<file path="config.mk">
export PLATFORM = sky130hd
export DESIGN_NAME = muldiv_sequencer
export DESIGN_NICKNAME = d
export VERILOG_FILES = /design/src/rtl/muldiv_pkg.sv /design/src/rtl/muldiv_datapath.sv /design/src/rtl/muldiv_sequencer.sv
export SDC_FILE = /design/constraint.sdc
export NUM_CORES = 1
export LEC_CHECK = 0
export CAP_MARGIN = 5
export CORE_UTILIZATION = 25
export CTS_BUF_LIST = sky130_fd_sc_hd__clkbuf_4
export DETAILED_ROUTE_END_ITERATION = 6
export GPL_ROUTABILITY_DRIVEN = 0
export HOLD_SLACK_MARGIN = 0.03
export PLACE_DENSITY_LB_ADDON = 0.2
export SETUP_SLACK_MARGIN = 0.5
export SLEW_MARGIN = 25
export SYNTH_ARGS = -nofsm -noshare
export SYNTH_HDL_FRONTEND = slang
export SYNTH_HIERARCHICAL = 1
export SYNTH_SLANG_ARGS = --single-unit
</file>
<file path="constraint.sdc">
create_clock -name clk -period 3.4 [get_ports clk]
set_input_delay 0.68 -clock clk [delete_from_list [all_inputs] [get_ports clk]]
set_output_delay 0.68 -clock clk [all_outputs]
set_load 0.03 [all_outputs]
</file>
<file path="src/rtl/muldiv_pkg.sv">
// Shared constants and types for the HI/LO multiply/divide sequencer.
package muldiv_pkg;

    localparam int MD_WIDTH = 32;

    localparam logic [5:0] FN_MULT  = 6'b011000;
    localparam logic [5:0] FN_MULTU = 6'b011001;
    localparam logic [5:0] FN_DIV   = 6'b011010;
    localparam logic [5:0] FN_DIVU  = 6'b011011;

    typedef enum logic [1:0] {IDLE, CALC, FIX} state_t;

    // Iteration counter width for a given operand width.
    function automatic int cnt_width(input int w);
        return (w > 1) ? $clog2(w) : 1;
    endfunction

endpackage

</file>
<file path="src/rtl/muldiv_datapath.sv">
// Accumulator for LSB-first shift-add multiply and MSB-first restoring divide.
module muldiv_datapath
    import muldiv_pkg::*;
#(
    parameter int WIDTH = MD_WIDTH
) (
    input  logic             clk,
    input  logic             rst_n,
    input  logic             load,
    input  logic             step,
    input  logic             op_div,
    input  logic [WIDTH-1:0] a,
    input  logic [WIDTH-1:0] b,
    output logic [WIDTH-1:0] acc_hi,
    output logic [WIDTH-1:0] acc_lo
);

    logic [2*WIDTH-1:0] acc;
    logic [2*WIDTH-1:0] acc_nxt;
    logic [WIDTH-1:0]   opnd;
    logic [WIDTH:0]     add_sum;
    logic [WIDTH:0]     sub_diff;
    logic [2*WIDTH:0]   shl;

    always_comb begin
        // NOTE: every always_comb output gets a default first, so no path can infer a latch.
        acc_nxt  = acc;
        add_sum  = {1'b0, acc[2*WIDTH-1:WIDTH]} + (acc[0] ? {1'b0, opnd} : '0);
        shl      = {acc, 1'b0};
        sub_diff = shl[2*WIDTH:WIDTH] - {1'b0, opnd};
        if (op_div) begin
            // Keep the shifted remainder when the trial subtract goes negative.
            acc_nxt = sub_diff[WIDTH] ? shl[2*WIDTH-1:0]
                                      : {sub_diff[WIDTH-1:0], shl[WIDTH-1:1], 1'b1};
        end else begin
            acc_nxt = {add_sum, acc[WIDTH-1:1]};
        end
    end

    always_ff @(posedge clk or negedge rst_n) begin
        // NOTE: registers take non-blocking assignments so every flop samples pre-edge values.
        if (!rst_n) begin
            acc  <= '0;
            opnd <= '0;
        end else if (load) begin
            acc  <= {{WIDTH{1'b0}}, (op_div ? a : b)};
            opnd <= op_div ? b : a;
        end else if (step) begin
            acc  <= acc_nxt;
        end
    end

    assign acc_hi = acc[2*WIDTH-1:WIDTH];
    assign acc_lo = acc[WIDTH-1:0];

endmodule

</file>
<file path="src/rtl/muldiv_sequencer.sv">
// HI/LO multiply/divide sequencer: FSM, iteration counter, sign fix-up, HI/LO registers.
module muldiv_sequencer
    import muldiv_pkg::*;
#(
    parameter int WIDTH = MD_WIDTH
) (
    input  logic             clk,
    input  logic             rst_n,
    input  logic             start,
    input  logic [5:0]       funct,
    input  logic [WIDTH-1:0] rs_data,
    input  logic [WIDTH-1:0] rt_data,
    input  logic             hilo_read,
    output logic             busy,
    output logic             stall,
    output logic             done,
    output logic [WIDTH-1:0] hi,
    output logic [WIDTH-1:0] lo
);

    localparam int CW = cnt_width(WIDTH);

    state_t           state, state_nxt;
    logic [CW-1:0]    cnt;
    logic             is_div, dbz, neg_res, neg_rem;
    logic             funct_ok, fn_signed, fn_div, div_zero;
    logic             load, step, fix;
    logic [WIDTH-1:0] mag_a, mag_b;
    logic [WIDTH-1:0] acc_hi, acc_lo;
    logic [WIDTH-1:0] hi_nxt, lo_nxt;
    logic [2*WIDTH-1:0] prod;

    always_comb begin
        funct_ok  = (funct == FN_MULT) || (funct == FN_MULTU) ||
                    (funct == FN_DIV)  || (funct == FN_DIVU);
        fn_signed = (funct == FN_MULT) || (funct == FN_DIV);
        fn_div    = (funct == FN_DIV)  || (funct == FN_DIVU);
        div_zero  = fn_div && (rt_data == '0);
        // 0x80..0 negates to itself, which read unsigned is exactly its magnitude.
        mag_a     = (fn_signed && rs_data[WIDTH-1]) ? -rs_data : rs_data;
        mag_b     = (fn_signed && rt_data[WIDTH-1]) ? -rt_data : rt_data;
    end

    always_comb begin
        state_nxt = state;
        load      = 1'b0;
        step      = 1'b0;
        fix       = 1'b0;
        case (state)
            IDLE: if (start && funct_ok) begin
                load      = 1'b1;
                state_nxt = div_zero ? FIX : CALC;
            end
            CALC: begin
                step = 1'b1;
                if (cnt == CW'(WIDTH - 1)) state_nxt = FIX;
            end
            FIX: begin
                fix       = 1'b1;
                state_nxt = IDLE;
            end
            default: state_nxt = IDLE;
        endcase
    end

    always_ff @(posedge clk or negedge rst_n) begin
        if (!rst_n) begin
            state   <= IDLE;
            cnt     <= '0;
            is_div  <= 1'b0;
            dbz     <= 1'b0;
            neg_res <= 1'b0;
            neg_rem <= 1'b0;
            done    <= 1'b0;
            hi      <= '0;
            lo      <= '0;
        end else begin
            state <= state_nxt;
            done  <= fix;
            if (load) begin
                cnt     <= '0;
                is_div  <= fn_div;
                dbz     <= div_zero;
                neg_res <= fn_signed && (rs_data[WIDTH-1] ^ rt_data[WIDTH-1]);
                neg_rem <= fn_signed && fn_div && rs_data[WIDTH-1];
            end else if (step) begin
                cnt <= cnt + 1'b1;
            end
            if (fix) begin
                hi <= hi_nxt;
                lo <= lo_nxt;
            end
        end
    end

    // Divide by zero restores the dividend from its loaded magnitude via the dividend sign.
    always_comb begin
        prod   = neg_res ? -{acc_hi, acc_lo} : {acc_hi, acc_lo};
        hi_nxt = prod[2*WIDTH-1:WIDTH];
        lo_nxt = prod[WIDTH-1:0];
        if (dbz) begin
            hi_nxt = neg_rem ? -acc_lo : acc_lo;
            lo_nxt = '1;
        end else if (is_div) begin
            hi_nxt = neg_rem ? -acc_hi : acc_hi;
            lo_nxt = neg_res ? -acc_lo : acc_lo;
        end
    end

    muldiv_datapath #(.WIDTH(WIDTH)) u_datapath (
        .clk    (clk),
        .rst_n  (rst_n),
        .load   (load),
        .step   (step),
        .op_div (load ? fn_div : is_div),
        .a      (mag_a),
        .b      (mag_b),
        .acc_hi (acc_hi),
        .acc_lo (acc_lo)
    );

    assign busy  = (state != IDLE);
    assign stall = busy && (hilo_read || start);

endmodule

</file>
==> results.toml, run 1 <==
[setup_path]
crit_slowest_cell = "dfrtp_2"
path_max_fanout = 4
cp_top_family = "compound AO/OA/AOI/OAI gates"
arrival_ps = 3820
worstPathCellList = "nand2_2 > inv_2 > ha_4 > a21o_1 > a41oi_2 > a31oi_4 > o21a_1 > o311ai_4 > o21a_2 > buf_4 > o211a_1 > o21ai_1 > xor2_1 > a21o_1"
crit_buf_inv = 2
crit_path_end_kind = "register"
max_stage_delay_ps = 490
required_ps = 4010
worst_path_most_repeated_cell = "a21o_1"
cp-start-kind = "register"
path_class = "register to register"

[cts]
cts_buffers = 17
htreeDepth = 4
cts_root_buf = "clkbuf_4"
clkTransAtPathRegs_ps = 170
clk_latency_ps = 700
cts_sinks = 172
tritoncts = "yes"
cts_max_path_buffers = 2

[sta]
slew_headroom_pct = 41.5
fin_crit_ps = 3210
post-route-period-util_pct = 94.5
hold_violations = 0
rsz0062_at_grt = "yes"
setup_viol_count_final = 0
setup_tns_ps = 0
tightest_slew_ps = 878
fmax_mhz = 311
fin_skew_ps = 36.6
timing.hold.ws_ps = 489
drv_slew = 0
layout_setup_ws_ps = 186

[synth]
synth_edf_count = 0
ys_warn_count = 6
synth-seq-area-share_pct = 27.2
synth.distinct_cells = 90
synth_area_leaders = "dfrtp_1 27%, mux2i_1 8.1%, a21oi_1 6.5%, ha_1 5.5%, xnor2_1 5.3%"
async_flop_share_pct = 100
syn_avg_cell_area_um2 = 8.11
synth_flop_cell = "dfrtp_1"
syn_nets = 2099
synth_largest_area_cell = "dfrtp_1"
synth_cells = 1953
syn_area_mm2 = 0.0158
ys_ff_latch = 172
synth_top_area_share_pct = 27.2

[flow_run]
drv_cap = 0

[power_and_ir_drop]
p_per_area_mw_per_mm2 = 919
power.leakage_nw = 8.46
irDropWorstVdd_mv = 0.496
power_mw = 19.2

[global_routing]
grt-ovfl-total = 0
track_usage_pct = 20.3
antenna_found_initial = 1
grt_pass1_vias = 15600
grt_max_degree = 134
grt_pass1_wl_um = 98400

[die]
dieWidth_um = 254
row_count = 91
ios = 141
die_h_um = 254
die_area_mm2 = 0.0644
fp.coreArea_mm2 = 0.0622
initial_core_util_pct = 25.5

[detailed_routing]
vias = 16300
wl_per_cell_um = 21.5
drt_first_pass_iters = 5
drt_iter0_drc = 1416
drc = 0
route.antenna.remaining_nets = 0
drt_wl_total_um = 66300
via_per_inst = 5.29

[placed_design]
dpl_cell_area_mm2 = 0.0194
hpwl_um = 50900
numPortBuffers = 140
pre_cts_ws_ps = -114

[final_layout]
regArea_mm2 = 0.00432
area_delta_synth_final_pct = 31.5
design_area_mm2 = 0.0208
nFillCells = 6572
nets = 2374
multi_input_area_mm2 = 0.0116
layout-drive-gt1-share_pct = 17.8

[hold_path]
min_path_type = "primary input to async pin"

[outcome]
status = "finished, final reports clean"
==> power breakdown <==
part	internal, mW	switching (mW)	total, mW
clock	0.458	0.907	1.36
sequential	2.59	0.741	3.33
combinational	6.39	8.07	14.5
total	9.43	9.72	19.2
==> repair_timing <==
| item | in CTS | in global routing |
|---|---|---|
| hold buffers | 1 | 0 |
| resized for setup | 94 | 49 |
| endpoints found under the setup margin | 39 | 41 |
| pin swaps | 37 | 18 |
| buffers inserted | 20 | 20 |
| hold endpoints to repair | 51 | 0 |
| gates cloned | 2 | 2 |
==> per-stage QoR <==
step,std cells,utilization (%)
4_1_cts,3056,32.8
3_5_place_dp,3001,31.3
5_1_grt,3079,33.5
6_report,3081,33.5
2_1_floorplan,1953,-
3_3_place_gp,3001,31.2
==> logic make-up (layout without fill, tap and decap cells) <==
logic type | count (synthesis) | count (layout) | share of synthesized area [%]
and+or+nand+nor | 637 | 638 | 20.4
buffers and inverters | 178 | 465 | 4.53
AOI/OAI and AO/OA | 576 | 576 | 23.4
adders and majority gates | 72 | 72 | 5.78
other | 0 | 3 | 0
xor gates and xnor gates | 189 | 189 | 10.6
muxes | 129 | 129 | 8.16
DFF | 172 | 172 | 27.2
==> cell usage in the layout, fill, tap and decap left out, drive strengths merged, types with 44 or more instances in the layout <==
cell type      count
a21oi            206
and2              47
buf              229
clkdlybuf4s50    139
dfrtp            172
ha                70
inv               66
mux2i            128
nand2            128
nor2             217
nor3              44
o21ai            123
xnor2             96
xor2              93
==> flip-flops by register name, summed over array words and instances, names as in the netlist <==
signal           count
u_datapath/acc      64
hi                  32
lo                  32
u_datapath/opnd     32
cnt                  5
state                2
dbz                  1
done                 1
is_div               1
neg_rem              1
neg_res              1
==> worst paths after layout <==
check                             startpoint                  end  slack, ps  cells after the start
setup / recovery           u_datapath/acc[0]   u_datapath/acc[58]        190                     14
hold reg to reg                        lo[0]                lo[0]        490                      2
max in group asynchronous              rst_n  u_datapath/opnd[16]       1980                      3
hold / removal                         rst_n                hi[8]        490                      2
setup reg to reg           u_datapath/acc[0]   u_datapath/acc[58]        190                     14
min in group clk                       lo[0]                lo[0]        490                      2
==> cell usage after synthesis (13+ instances only) <==
master,count
nor4_1,32
nor2b_1,16
xnor2_1,96
nor3_1,43
a21oi_1,205
and3_1,18
buf_2,13
o22ai_1,17
o21ai_0,112
o41ai_1,18
nand3_1,35
buf_1,14
dfrtp_1,172
xor2_1,92
a31oi_1,18
and2_1,46
a22oi_1,17
a21o_1,32
or4_1,13
o31ai_1,23
nand2b_1,14
clkbuf_1,84
mux2i_1,128
or3_1,15
inv_1,61
nor2_1,217
ha_1,70
nand2_1,128
nand4_1,16
==> layout make-up <==
class	instances	share of cell area, %
tap	837	5.03
clock buffer	18	0.648
inverter	63	1.15
clock inverter	14	0.757
sequential	172	20.7
timing repair buffer	370	16.2
multi-input combinational	1604	55.5
antenna	3	0.0360
==> layer usage <==
layer	wire length [um]	track usage, %	vias up
met5	0	0	-
met3	4230	3.77	80
met2	30300	32.2	552
met4	1330	5.22	0
li1	-	-	7675
met1	30500	28.1	8002
Note: power is estimated with default switching activity, not from simulation.
==> run 2: changes to the inputs <==
SKIP_CTS_REPAIR_TIMING = 1   (was not set)
==> results.toml, run 2 (synthesized netlist as in run 1, its figures left out) <==
[global_routing]
track_usage_pct = 19.9
grt_pass1_vias = 15400
grt_max_degree = 134
antenna_found_initial = 3
grt-ovfl-total = 0
grt_pass1_wl_um = 96400

[setup_path]
path_max_fanout = 8
arrival_ps = 3820
path_class = "register to register"
required_ps = 3980
crit_path_end_kind = "register"
cp-start-kind = "register"

[power_and_ir_drop]
irDropWorstVdd_mv = 0.391
power.leakage_nw = 8.48
p_per_area_mw_per_mm2 = 899
power_mw = 18.6

[detailed_routing]
route.met3.wl_um = 4420
drc = 0
wl_per_cell_um = 21.5
drt_first_pass_iters = 5
route.antenna.remaining_nets = 0
drt_wl_total_um = 66200
via_per_inst = 5.30
highest-signal-layer = "met4"
drt_iter0_drc = 1488
vias = 16300
drt-met1-wl_um = 30200
wl_met2_um = 30100

[sta]
hold_violations = 0
setup_viol_count_final = 0
drv_slew = 0
fin_skew_ps = 37.2
fin_crit_ps = 3240
setup_tns_ps = 0
post-route-period-util_pct = 95.3
rsz0062_at_grt = "yes"
slew_headroom_pct = 40.3
tightest_slew_ps = 896
layout_setup_ws_ps = 159
fmax_mhz = 309

[placed_design]
pre_cts_ws_ps = -114
hpwl_um = 50900
placedCellCount = 3001
numPortBuffers = 140

[hold_path]
min_path_type = "register to register"

[die]
die_area_mm2 = 0.0644
fp.coreArea_mm2 = 0.0622
ios = 141
dieWidth_um = 254
initial_core_util_pct = 25.5
row_count = 91
die_h_um = 254

[final_layout]
final_common_cell = "nor2_1"
final_core_util_pct = 33.3
mostFrequentLayoutCells = "215 x nor2_1, 210 x buf_4, 194 x a21oi_1, 167 x dfrtp_1, 139 x clkdlybuf4s50_1"
top_register = "u_datapath/acc"
area_delta_synth_final_pct = 30.8
nets = 2380
nFillCells = 6597
layout-drive-gt1-share_pct = 17.4
largest_register_ffs = 64
finalNonFillerCells = 3085

[cts]
cts_root_buf = "clkbuf_4"
cts_sinks = 172
tritoncts = "yes"
clk_latency_ps = 700
htreeDepth = 4
cts_buffers = 17
cts_max_path_buffers = 2
clkTransAtPathRegs_ps = 170

[outcome]
status = "finished, final reports clean"

[flow_run]
drv_cap = 0
[run 2: cell count changes in the layout (fill, tap and decap cells not counted), sizes merged]
cell    previous run  this run
nand4b             7         6
diode              3         1
buf              229       235
clkbuf            19        20
[run 2: routing by layer]
| layer | global-route usage (%) | vias to the layer above |
|---|---|---|
| li1 | - | 7666 |
| met1 | 27.4 | 8041 |
| met2 | 31.4 | 543 |
| met3 | 4.12 | 92 |
| met4 | 5.23 | 0 |
| met5 | 0 | - |
[run 2: worst max-delay path, cell delays in order, from the launching register on]
cell	delay [ps]
dfrtp_2	480
buf_12	150
buf_8	130
and2_4	140
ha_4	230
a21oi_2	200
o211ai_1	160
a21oi_2	190
o21ai_4	100
a31oi_4	280
o21ai_4	130
a311oi_4	340
nor3_2	90
xor2_1	180
a221o_1	310
[run 2: area by class of cell]
class	count	area [um^2]	share of cell area, %
Antenna cell	1	2.50	0.0121
Tap cell	837	1050	5.06
Clock inverter	14	158	0.761
Timing Repair Buffer	377	3420	16.5
Inverter	63	239	1.15
Sequential cell	172	4310	20.8
Multi-Input combinational cell	1603	11400	55.0
Clock buffer	18	135	0.652
[run 2: path summary, 6_finish.rpt]
check,from,end,slack [ps],cells past startpoint
worst min register to register,lo[0],lo[0],490,2
min in group asynchronous,rst_n,hi[3],500,2
worst max register to register,u_datapath/acc[0],u_datapath/acc[61],160,14
worst min-delay path,lo[0],lo[0],490,2
worst max-delay path,u_datapath/acc[0],u_datapath/acc[61],160,14
max in group asynchronous,rst_n,u_datapath/opnd[30],1990,3
[run 2: metrics by stage]
| stage | area (um^2) | hold WS, ps |
|---|---|---|
| floorplan | 15900 | 384 |
| global placement | 19400 | 456 |
| detailed placement | 19400 | 466 |
| CTS | 19700 | -102 |
| global route | 20700 | 497 |
| finish | 20700 | 488 |
[run 2: power breakdown]
group / internal (mW) / switching, mW
clock: 0.458 / 0.906
sequential: 2.59 / 0.709
combinational: 6.03 / 7.92
==> run 3: changes to the inputs <==
CTS_CLUSTER_SIZE = 12   (was not set)
==> results of run 3 <==
Same layout as run 2: the final DEF is identical, and so are final timing and power.
==> patch: new RTL, config.mk and constraints of run 2 <==
The 3 states of `state_t` get a one-hot encoding in 3 bits.
--- a/src/rtl/muldiv_pkg.sv
+++ b/src/rtl/muldiv_pkg.sv
@@ -8,7 +8,7 @@
     localparam logic [5:0] FN_DIV   = 6'b011010;
     localparam logic [5:0] FN_DIVU  = 6'b011011;
 
-    typedef enum logic [1:0] {IDLE, CALC, FIX} state_t;
+    typedef enum logic [2:0] {IDLE = 3'b001, CALC = 3'b010, FIX = 3'b100} state_t;
 
     // Iteration counter width for a given operand width.
     function automatic int cnt_width(input int w);
Formal check against the unedited RTL: same outputs for any inputs over 4 cycles, from zero or initial values and one cycle with rst_n low; so few cycles prove little.
==> patch against run 2 <==
  * Setup slack improved by 54 ps
  * Fmax is 1.7% higher
  * First-iteration DRC count down 18%
  * Count of clock-buffer cells in the layout shrank 1
  * Synthesized area fell by 2.2%
  * Cell count is 3.6% lower
  * Routed wire length is 5.7% lower
  * Sequential cell count rose by 1
  * Cell area shrank 2.4%
  * Highest routed layer unchanged
  * Die area decreased by 2.2%
  * Critical path type unchanged
  * Worst hold slack improved by 17 ps
  * Clock skew rose by 15 ps
Power is not compared: it rests on default switching activity, and its combinational part moved more than twofold at a synthesized area within 25%.
==> patch: results (changes against run 2) <==
Status - completed
Worst Reg-to-Reg Cells - 12 (-2)
Netlist cell types - 84 (-6.7%)
FF-to-FF End - u_datapath/acc[61]$_DFFE_PN0P_
Layout Nets - 2325 (-2.3%)
Share of layout cells above drive strength 1 - 17.0% (-0.39 points)
Critical path arrival - 3730 ps (-90 ps)
Syn Nets - 2067 (-1.5%)
Initial drt markers - 1223 (-18%)
Routed via count - 15600 (-4.5%)
Min-delay worst type - flop to flop
Met1 WL - 28900 um (-4.3%)
Drt first pass iters - 6 (+1)
Max_slew headroom - 30.2% (-10 points)
Placed Area - 0.0188 sq mm (-3.2%)
Top layer used by detailed routing - met4
DR WL/cell - 21.0 um (-2.2%)
Met2 routed WL - 29500 um (-2.0%)
Hold slack final - 505 ps (+16.8 ps)
Compound-Gate Fraction of Synth Area - 22.3% (-1.1 points)
Async SR Flop Fraction - 100% (unchanged)
# H-tree levels - 4 (unchanged)
Min-delay src - hi[9]$_DFFE_PN0P_
Post-synthesis xor/xnor area fraction - 11.4% (+0.86 points)
Final-layout fill cell count - 6400 (-3.0%)
Post-Synth Adder-Cell Area - 5.91% (+0.13 points)
CP Launch Point - u_datapath/acc[0]$_DFFE_PN0P_
Reg clk slew, reported paths - 170 ps (about the same)
CTS Buf Count - 17 (unchanged)
Detailed placement HPWL - 48100 um (-5.5%)
R2r setup slk - 210 ps (+50 ps)
Commonest cells in the netlist - nor2_1 (227), a21oi_1 (215), dfrtp_1 (172), nand2_1 (132), mux2i_1 (126)
Worst-skew pair later-pin latency - 690 ps
Routed wl met3 - 2520 um (-43%)
Port bufs - 140 (unchanged)
Hold Path Sink - hi[9]$_DFFE_PN0P_
Clk_skew - 51.9 ps (+14.7 ps)
Root buffer cell - clkbuf_4
Antenna violations before repair - 1 (-2)
Seq/Total Area, Yosys - 27.9% (+0.77 points)
Multiplexer share of the synthesized area - 8.14% (-0.021 points)
Pre-CTS setup slack - -154 ps (-39.8 ps)
Area contributors post-synth - dfrtp_1 (28%), mux2i_1 (8.1%), a21oi_1 (6.9%)
Vias in the first global route - 14800 (-3.3%)
Bufs on Longest Clock Path - 2 (unchanged)
Clk power - 1.29 mW
GRT Util Overall - 19.0% (-0.85 points)
Largest net degree at the start of global routing - 76 (-43%)
Average cell area after synthesis - 8.07 sq um (-0.54%)
Placed Cells incl. Taps - 2903 (-3.3%)
First-pass GRT wire length - 91500 um (-5.1%)
CP max FO - 17 (+9)
Routed wire length - 62400 um (-5.7%)
Sw power - 3.56 mW
==> patch: final cells by class <==
type                            instances  area share, %
Inverter                               64           1.20
Clock inverter                         15          0.761
Sequential cell                       173           21.5
Antenna cell                            1         0.0124
Multi-Input combinational cell       1579           55.3
Tap cell                              782           4.84
Timing Repair Buffer                  344           15.8
Clock buffer                           17          0.631
==> patch: worst max-delay path by stage <==
stage / endpoint / slack (ps) / cells after the start
after floorplan: u_datapath/acc[61]$_DFFE_PN0P_ / 390 / 14
after global placement: u_datapath/acc[27]$_DFFE_PN0P_ / -160 / 11
after detailed placement: u_datapath/acc[25]$_DFFE_PN0P_ / -150 / 11
after CTS: u_datapath/acc[60]$_DFFE_PN0P_ / -20 / 14
after global routing: u_datapath/acc[61]$_DFFE_PN0P_ / 100 / 14
final: u_datapath/acc[61]$_DFFE_PN0P_ / 210 / 12
==> patch: layer usage <==
layer	GRT usage, %	up-vias
met1	26.1	7631
met4	5.77	0
met3	2.51	61
met2	31.0	451
met5	0	-
li1	-	7457
